### src/rtl/cmd_pkg.sv
`default_nettype none
// +--------------------------------------------------------------------------+
// | Package : cmd_pkg                                                         |
// | Purpose : Shared definitions for the command issuer. Holds the FSM state  |
// |           encoding, the opcode values, the positions of fields inside     |
// |           the 64-bit command word, and small helper functions.            |
// | Ports   : none (package)                                                  |
// | Rev     : 1.0  initial release                                            |
// +--------------------------------------------------------------------------+
package cmd_pkg;

   typedef enum logic [1:0] {
      ST_IDLE     = 2'd0,
      ST_TX_CMD   = 2'd1,
      ST_WAIT_RSP = 2'd2,
      ST_DONE     = 2'd3
   } state_t;

   localparam logic [7:0] OP_STREAM    = 8'h00;
   localparam logic [7:0] OP_CLKSWITCH = 8'h01;
   localparam logic [7:0] OP_VERSION   = 8'h02;

   // Byte positions inside the 64-bit command word.
   localparam int         CMD_BYTES    = 8;
   localparam logic [2:0] BYTE_OPCODE  = 3'd0;
   localparam logic [2:0] BYTE_LEN_LSB = 3'd4;
   localparam logic [2:0] BYTE_LEN_MSB = 3'd7;
   localparam logic [2:0] BYTE_LAST    = 3'(CMD_BYTES - 1);

   function automatic logic [2:0] popcount4(input logic [3:0] keep);
      return {2'b00, keep[0]} + {2'b00, keep[1]} + {2'b00, keep[2]} + {2'b00, keep[3]};
   endfunction

   function automatic logic expects_response(input logic [7:0] op);
      return (op == OP_STREAM) || (op == OP_CLKSWITCH) || (op == OP_VERSION);
   endfunction

   // Only meaningful when expects_response(op) is true.
   function automatic logic [31:0] expected_bytes(input logic [7:0] op, input logic [31:0] len);
      return (op == OP_STREAM) ? len : 32'd4;
   endfunction

   // Reference word for stream data: bytes x-4..x-1, x-4 in the top byte.
   function automatic logic [31:0] pattern_word(input logic [7:0] x);
      return {x - 8'd4, x - 8'd3, x - 8'd2, x - 8'd1};
   endfunction

endpackage
`default_nettype wire

### src/rtl/cmd_byte_serializer.sv
`default_nettype none
// +--------------------------------------------------------------------------+
// | Module  : cmd_byte_serializer                                             |
// | Purpose : Latches a 64-bit command and presents it byte 0 first on an     |
// |           8-bit AXI-stream master. The byte index only moves on a         |
// |           completed handshake, so data holds steady while stalled.        |
// | Ports   : clk, rst            clock / synchronous active-high reset       |
// |           load, cmd_data      capture a new command, restart at byte 0    |
// |           enable              high while the command is being sent        |
// |           tvalid/tready/tdata byte stream master                          |
// |           last_accepted       pulse when the final byte is taken          |
// | Rev     : 1.0  initial release                                            |
// +--------------------------------------------------------------------------+
module cmd_byte_serializer
   import cmd_pkg::*;
(
   input  logic        clk,
   input  logic        rst,
   input  logic        load,
   input  logic [63:0] cmd_data,
   input  logic        enable,
   output logic        tvalid,
   input  logic        tready,
   output logic [7:0]  tdata,
   output logic        last_accepted
);

   logic [63:0] cmd_word;
   logic [2:0]  byte_idx;

   always_ff @(posedge clk) begin
      if (rst) begin
         cmd_word <= 64'd0;
         byte_idx <= BYTE_OPCODE;
      end else if (load) begin
         cmd_word <= cmd_data;
         byte_idx <= BYTE_OPCODE;
      end else if (enable && tready) begin
         byte_idx <= byte_idx + 3'd1;
      end
   end

   assign tvalid        = enable;
   // Drive zero outside the send window so the bus is quiet when idle.
   assign tdata         = enable ? cmd_word[{byte_idx, 3'b000} +: 8] : 8'h00;
   assign last_accepted = enable && tready && (byte_idx == BYTE_LAST);

endmodule
`default_nettype wire

### src/rtl/command_issuer.sv
`default_nettype none
// +--------------------------------------------------------------------------+
// | Module  : command_issuer                                                  |
// | Purpose : Accepts a 64-bit command, sends it as 8 bytes, then collects    |
// |           the 32-bit response stream, counting enabled bytes and          |
// |           flagging timeout / length (and optionally pattern) errors.      |
// | Config  : CMD_PATTERN_CHECK_EN - when defined, opcode-0 response data is  |
// |           compared against the reference pattern (err_pattern).          |
// | Ports   : clk, rst                          clock / sync active-high rst  |
// |           cmd_valid, cmd_ready, cmd_data    command input handshake       |
// |           o_tvalid, o_tready, o_tdata       command byte stream (master)  |
// |           i_tvalid, i_tready, i_tdata,                                    |
// |           i_tkeep, i_tlast                  response stream (slave)       |
// |           rsp_valid, rsp_first_word,                                      |
// |           rsp_byte_count                    transaction result            |
// |           err_timeout, err_length,                                        |
// |           err_pattern                       error flags                   |
// |           busy                              high whenever not idle        |
// | Rev     : 1.0  initial release                                            |
// +--------------------------------------------------------------------------+
module command_issuer
   import cmd_pkg::*;
#(
   parameter int TIMEOUT_CYCLES = 1000000
) (
   input  logic        clk,
   input  logic        rst,
   input  logic        cmd_valid,
   output logic        cmd_ready,
   input  logic [63:0] cmd_data,
   output logic        o_tvalid,
   input  logic        o_tready,
   output logic [7:0]  o_tdata,
   input  logic        i_tvalid,
   output logic        i_tready,
   input  logic [31:0] i_tdata,
   input  logic [3:0]  i_tkeep,
   input  logic        i_tlast,
   output logic        rsp_valid,
   output logic [31:0] rsp_first_word,
   output logic [31:0] rsp_byte_count,
   output logic        err_timeout,
   output logic        err_length,
   output logic        err_pattern,
   output logic        busy
);

   localparam logic [31:0] TMO_LAST = 32'(TIMEOUT_CYCLES - 1);

   state_t      state, state_next;
   logic [7:0]  opcode;
   logic [31:0] cmd_len;
   logic [31:0] byte_count;
   logic [31:0] first_word;
   logic [31:0] tmo_count;
   logic        seen_beat;

   logic        cmd_fire;
   logic        beat;
   logic        ser_last;
   logic        tmo_expired;
   logic [32:0] count_sum;
   logic [31:0] count_next;

   assign cmd_ready = (state == ST_IDLE);
   assign i_tready  = (state == ST_WAIT_RSP);
   assign busy      = (state != ST_IDLE);
   assign rsp_valid = (state == ST_DONE);
   assign cmd_fire  = cmd_valid && cmd_ready;
   assign beat      = i_tvalid && (state == ST_WAIT_RSP);

   cmd_byte_serializer u_ser (
      .clk           (clk),
      .rst           (rst),
      .load          (cmd_fire),
      .cmd_data      (cmd_data),
      .enable        (state == ST_TX_CMD),
      .tvalid        (o_tvalid),
      .tready        (o_tready),
      .tdata         (o_tdata),
      .last_accepted (ser_last)
   );

   // Saturating byte accumulator; count_next is the value after this cycle.
   assign count_sum  = {1'b0, byte_count} + {30'd0, popcount4(i_tkeep)};
   assign count_next = !beat        ? byte_count :
                       count_sum[32] ? 32'hFFFF_FFFF : count_sum[31:0];

   // The counter reaches TIMEOUT_CYCLES on the same edge that enters DONE.
   assign tmo_expired = (state == ST_WAIT_RSP) && !beat && (tmo_count == TMO_LAST);

   always_ff @(posedge clk) begin
      if (rst) state <= ST_IDLE;
      else     state <= state_next;
   end

   always_comb begin
      state_next = state;
      case (state)
         ST_IDLE:     if (cmd_fire) state_next = ST_TX_CMD;
         ST_TX_CMD:   if (ser_last) state_next = expects_response(opcode) ? ST_WAIT_RSP : ST_DONE;
         ST_WAIT_RSP: if ((beat && i_tlast) || tmo_expired) state_next = ST_DONE;
         ST_DONE:     state_next = ST_IDLE;
         default:     state_next = ST_IDLE;
      endcase
   end

   always_ff @(posedge clk) begin
      if (rst) begin
         opcode      <= 8'd0;
         cmd_len     <= 32'd0;
         byte_count  <= 32'd0;
         first_word  <= 32'd0;
         tmo_count   <= 32'd0;
         seen_beat   <= 1'b0;
         err_timeout <= 1'b0;
         err_length  <= 1'b0;
      end else begin
         // Results stay visible until the next command is taken.
         if (cmd_fire) begin
            opcode      <= cmd_data[7:0];
            cmd_len     <= cmd_data[63:32];
            byte_count  <= 32'd0;
            first_word  <= 32'd0;
            seen_beat   <= 1'b0;
            err_timeout <= 1'b0;
            err_length  <= 1'b0;
         end

         if (state != ST_WAIT_RSP || beat) tmo_count <= 32'd0;
         else                              tmo_count <= tmo_count + 32'd1;

         if (beat) begin
            byte_count <= count_next;
            seen_beat  <= 1'b1;
            if (!seen_beat) first_word <= i_tdata;
         end

         if (state == ST_WAIT_RSP && state_next == ST_DONE) begin
            err_timeout <= tmo_expired;
            err_length  <= (count_next != expected_bytes(opcode, cmd_len));
         end
      end
   end

   assign rsp_first_word = first_word;
   assign rsp_byte_count = byte_count;

`ifdef CMD_PATTERN_CHECK_EN
   // Beats 0 and 1 both use L; each later beat steps the base down by 4.
   logic [7:0]  pat_base;
   logic        pat_err;
   logic [31:0] pat_mask;

   assign pat_mask = {{8{i_tkeep[3]}}, {8{i_tkeep[2]}}, {8{i_tkeep[1]}}, {8{i_tkeep[0]}}};

   always_ff @(posedge clk) begin
      if (rst) begin
         pat_base <= 8'd0;
         pat_err  <= 1'b0;
      end else if (cmd_fire) begin
         pat_base <= cmd_data[39:32];
         pat_err  <= 1'b0;
      end else if (beat && opcode == OP_STREAM) begin
         if (|((i_tdata ^ pattern_word(pat_base)) & pat_mask)) pat_err <= 1'b1;
         if (seen_beat) pat_base <= pat_base - 8'd4;
      end
   end

   assign err_pattern = pat_err;
`else
   assign err_pattern = 1'b0;
`endif

endmodule
`default_nettype wire

### config.mk
export PLATFORM = sky130hd
export DESIGN_NAME = command_issuer
export DESIGN_NICKNAME = d
export VERILOG_FILES = /design/src/rtl/cmd_pkg.sv /design/src/rtl/cmd_byte_serializer.sv /design/src/rtl/command_issuer.sv
export SDC_FILE = /design/constraint.sdc
export NUM_CORES = 1
export LEC_CHECK = 0
export BUFFER_PORTS_ARGS = -buffer_cell sky130_fd_sc_hd__buf_2
export CORE_MARGIN = 2
export CORE_UTILIZATION = 35
export CTS_BUF_LIST = sky130_fd_sc_hd__clkbuf_8
export DETAILED_ROUTE_END_ITERATION = 6
export HOLD_SLACK_MARGIN = 0.06
export PLACE_DENSITY = 0.61
export SYNTH_ARGS = -nofsm -noshare
export SYNTH_HDL_FRONTEND = slang
export SYNTH_HIERARCHICAL = 1
export SYNTH_SLANG_ARGS = --single-unit
### constraint.sdc
create_clock -name clk -period 5.7 [get_ports clk]
set_clock_uncertainty 0.1 [all_clocks]
set_input_delay 1.14 -clock clk [delete_from_list [all_inputs] [get_ports clk]]
set_output_delay 1.14 -clock clk [all_outputs]
set_load 0.005 [all_outputs]
==> metrics.md <==
| Metric | Value |
|---|---|
| Sequential share of power | 45.8% |
| Synth warn | 6 |
| Worst hold path type | flop to flop |
| H-Tree Depth | 2 |
| Area delta synth->final | 19.39% |
| Post-synthesis mux area share | 10.24% |
| Post-CTS setup buffers | 0 |
| Tightest Pin Transition | 1.284 ns |
| Initial core utilization | 35.69% |
| Maximum clock rate | approximately 0.2 GHz |
| Gate power share | 8.7% |
| Switching pwr | 0.8689 mW |
| Buffers added on ports | 184 |
| Max-Slew Margin vs Limit | 14.30% |
| CTS root buffer | clkbuf_8 |
| Setup crit start | i_tkeep[0] |
| Pin count of the biggest net entering global routing | 91 |
| Fin Setup TNS | 0 ns |
| R2R Setup Slk | 1.59 ns |
| Routed WL | around 33 mm |
| Unique masters post-synth | 77 |
| # Max-Cap Violations | 0 |
| Placement row count | 62 |
| VDD IR max | between 0.1 and 0.15 mV |
| Final non-filler cell total | approximately 1800 |
| Post-DP HPWL | around 24 mm |
| Ports | 186 |
| Die Height | 175.5 um |
| Sink Count | 208 |
| RSZ-0062 raised after global routing | false |
| GR Util All Layers | roughly a fifth |
| Vias | between 9000 and 10000 |
| Post-DR vias/cell | 5.353 |
| Slowest-stage cell, CP | or4_4 |
| Dpl ws | 0.2419 ns |
| Critical Path RT | ~6 ns |
| Vias in the first global route | 9403 |
| Worst path cell trace | buf_2 > fa_1 > inv_1 > fa_1 > inv_1 > fa_1 > nand3_1 > or4_4 > o31ai_1 > a21oi_1 > a2111oi_0 > nand4_1 > nor4_1 > o2111ai_1 > o31a_1 |
| Final GP Congestion | 0.9229 |
| Cells after Synth | 1238 |
| DRC violations left | 0 |
| FF+latch count, synth | 208 |
| CTS Buf Count | 39 |
| Commonest register cell after synthesis | dfxtp_1 |
| Die W | 175.5 um |
| Pleak | 4.857 nW |
| DRT Pass-1 Iters | 7 |
| Largest family of logic cells by synthesized area | simple AND/OR/NAND/NOR gates |
| Post-Syn Nets | roughly 1400 |
| Power per Cell Area | 273.1 nW/um2 |
| First-pass GRT wire length | 50.94 mm |
| End of the critical path | err_length |
| Post-cts resize count | 0 |
| Worst Setup End Kind | flop |
| Reg-to-Reg End | err_length |
| Final antenna-violating net count | 0 |
| FFs w/ async S/R, synth | 0% |
| Clock Power Share | a little under half |
| Clk Latency, worst-skew pair | 0.55 ns |
| Switching Fraction | ~26% |
| Initial antenna violation count | 8 |
| Post-Synth XOR/XNOR Area | around 4.7% |
| Reg2reg start | rsp_byte_count[0] |
| Crit path DAT | ~5.3 ns |
| DIE AREA | 30810 um2 |
| Max incr delay on CP | roughly 0.60 ns |
| Worst setup margin | 0.7633 ns |
| Adder-cell share of the synthesized area | 1.069% |
| Clock-pin slew on the worst setup and hold paths | around 0.07 ns |
| Setup violators final | 0 |
| CTS tree | built |
| Layout cells sized above 1 | 20.49% |
| Initial DRC count | between 700 and 800 |
| Crit-path max FO | 5 |
| Post-synthesis instance area | 10300 um2 |
| Total power | 3.358 mW |
| Post-synth EDFFs | 0 |
| WL/cell | 18.06 um |
| Status | finished, final reports clean |
| Final period utilization | 86.61% |
| Minimum clock period | 4.937 ns |
| Layout Nets | 1508 |
| Clock Tree Buf Depth | 3 |
| Startpoint types | input pin |
| Total core area | 28860 um2 |
| Pint | around 2.5 mW |
| Cell mode on critical path | fa_1 |
| GRT Residual Overflow | 0 |
| WS Path Type | input pin to flop |
| # hold bufs at CTS | 0 |
| Register area share after synthesis | about two fifths |
| Final Max Slew Viols | 0 |
| Final Hold Violating Endpoints | 0 |
| Simple-Gate Fraction of Synth Area | 24.59% |
| Compound-Gate Fraction of Synth Area | between 10% and 20% |
| Placed Instances | 1738 |
| Synth Area per Inst | 8.319 um2 |
| R2r worst-path depth | 13 |
flip-flops by register name, indices dropped and copies added, names as in the netlist, 2 cells and up:
signal          flops
rsp_first_word     32
opcode              8
rsp_byte_count     32
u_ser/byte_idx      3
state               2
cmd_len            32
tmo_count          32
u_ser/cmd_word     64
metrics by stage:
stage          area, um2  util (%)  hold WS (ns)
2_1_floorplan      10300         -        0.3302
3_3_place_gp       11460     39.70        0.3429
3_5_place_dp       11460     39.70        0.3492
4_1_cts            12280     42.55        0.3571
5_1_grt            12290     42.58        0.3833
6_report           12300     42.61        0.3557
worst max-delay path: cells and delay by family:
| kind | cells | cell delay, ns |
|---|---|---|
| compound gates | 5 | 1.49 |
| fa+ha+maj | 3 | 1.20 |
| buf+inv | 3 | 0.26 |
| simple gates | 4 | 1.19 |
placed cells by master, fill, tap and decap left out, drive strengths merged, types with 4 or more instances in the layout:
cell type	count
or3	8
o211ai	7
xnor2	27
buf	203
diode	7
nor4	18
nor4b	6
o21a	5
nor3	19
inv	32
ha	4
nand3	76
and4	7
o21ai	31
or4	8
o22ai	5
and2	6
a31oi	20
mux2i	84
nand4	23
nand2b	4
nor2b	8
and3	17
dfxtp	208
o211a	9
clkbuf	49
mux4	8
xor2	28
nor2	136
a22oi	16
a21oi	109
o31ai	7
nand2	174
layout make-up:
type	instances	area, um2
clock inverters	17	146.4
inverters	21	81.33
multi-input cells	922	5665
well taps	384	480.5
diodes	7	17.52
fillers	2982	16560
flip-flops and latches	208	4164
clock buffers	49	674.4
repair buffers	203	1066
kinds of logic after synthesis:
kind of cell | Yosys count
compound gates | 238
buf+inv | 108
flops | 208
xor+xnor | 55
mux | 95
fa+ha+maj | 7
simple gates | 526
other cells | 1
worst min path at each step:
| stage | to | startpoint | depth (start not counted) |
|---|---|---|---|
| after floorplan | tmo_count[0] | tmo_count[0] | 1 |
| after global placement | cmd_len[26] | cmd_len[26] | 2 |
| after detailed placement | opcode[2] | opcode[2] | 2 |
| after CTS | opcode[2] | opcode[2] | 2 |
| after global routing | cmd_len[24] | cmd_len[24] | 2 |
| final | cmd_len[26] | cmd_len[26] | 2 |
per-layer routing:
layer / share of wire (%) / GRT usage (%) / up-vias
met5: 0.040 / 0 / -
met4: 3.4 / 7.748 / 2
met3: 6.8 / 5.541 / 86
met2: 46 / 33.99 / 325
met1: 43 / 25.87 / 4559
li1: - / - / 4723
power groups by stage:
stage	registers, mW	clock network (mW)	logic (mW)
2_1_floorplan	1.55	0	0.200
3_3_place_gp	1.57	0	0.291
3_5_place_dp	1.57	0	0.293
4_1_cts	1.54	1.56	0.294
5_1_grt	1.54	1.63	0.324
6_report	1.54	1.53	0.293
synth_stat cells, types with 9 or more instances:
cell	count	area (um2)
clkbuf_1	56	210.2
mux2i_1	84	840.8
nor4_1	15	93.84
nand2_1	173	649.4
buf_4	12	90.09
and3_1	15	93.84
buf_2	12	60.06
nor3_1	18	90.09
xnor2_1	27	236.5
o211a_1	9	90.09
a31oi_1	20	125.1
nand4_1	22	137.6
a22oi_1	16	120.1
o21ai_0	31	155.2
nand3_1	76	380.4
a21oi_1	109	545.5
nor2_1	136	510.5
inv_1	20	75.07
dfxtp_1	208	4164
xor2_1	28	245.2
Power figures use the tool's default switching activity.
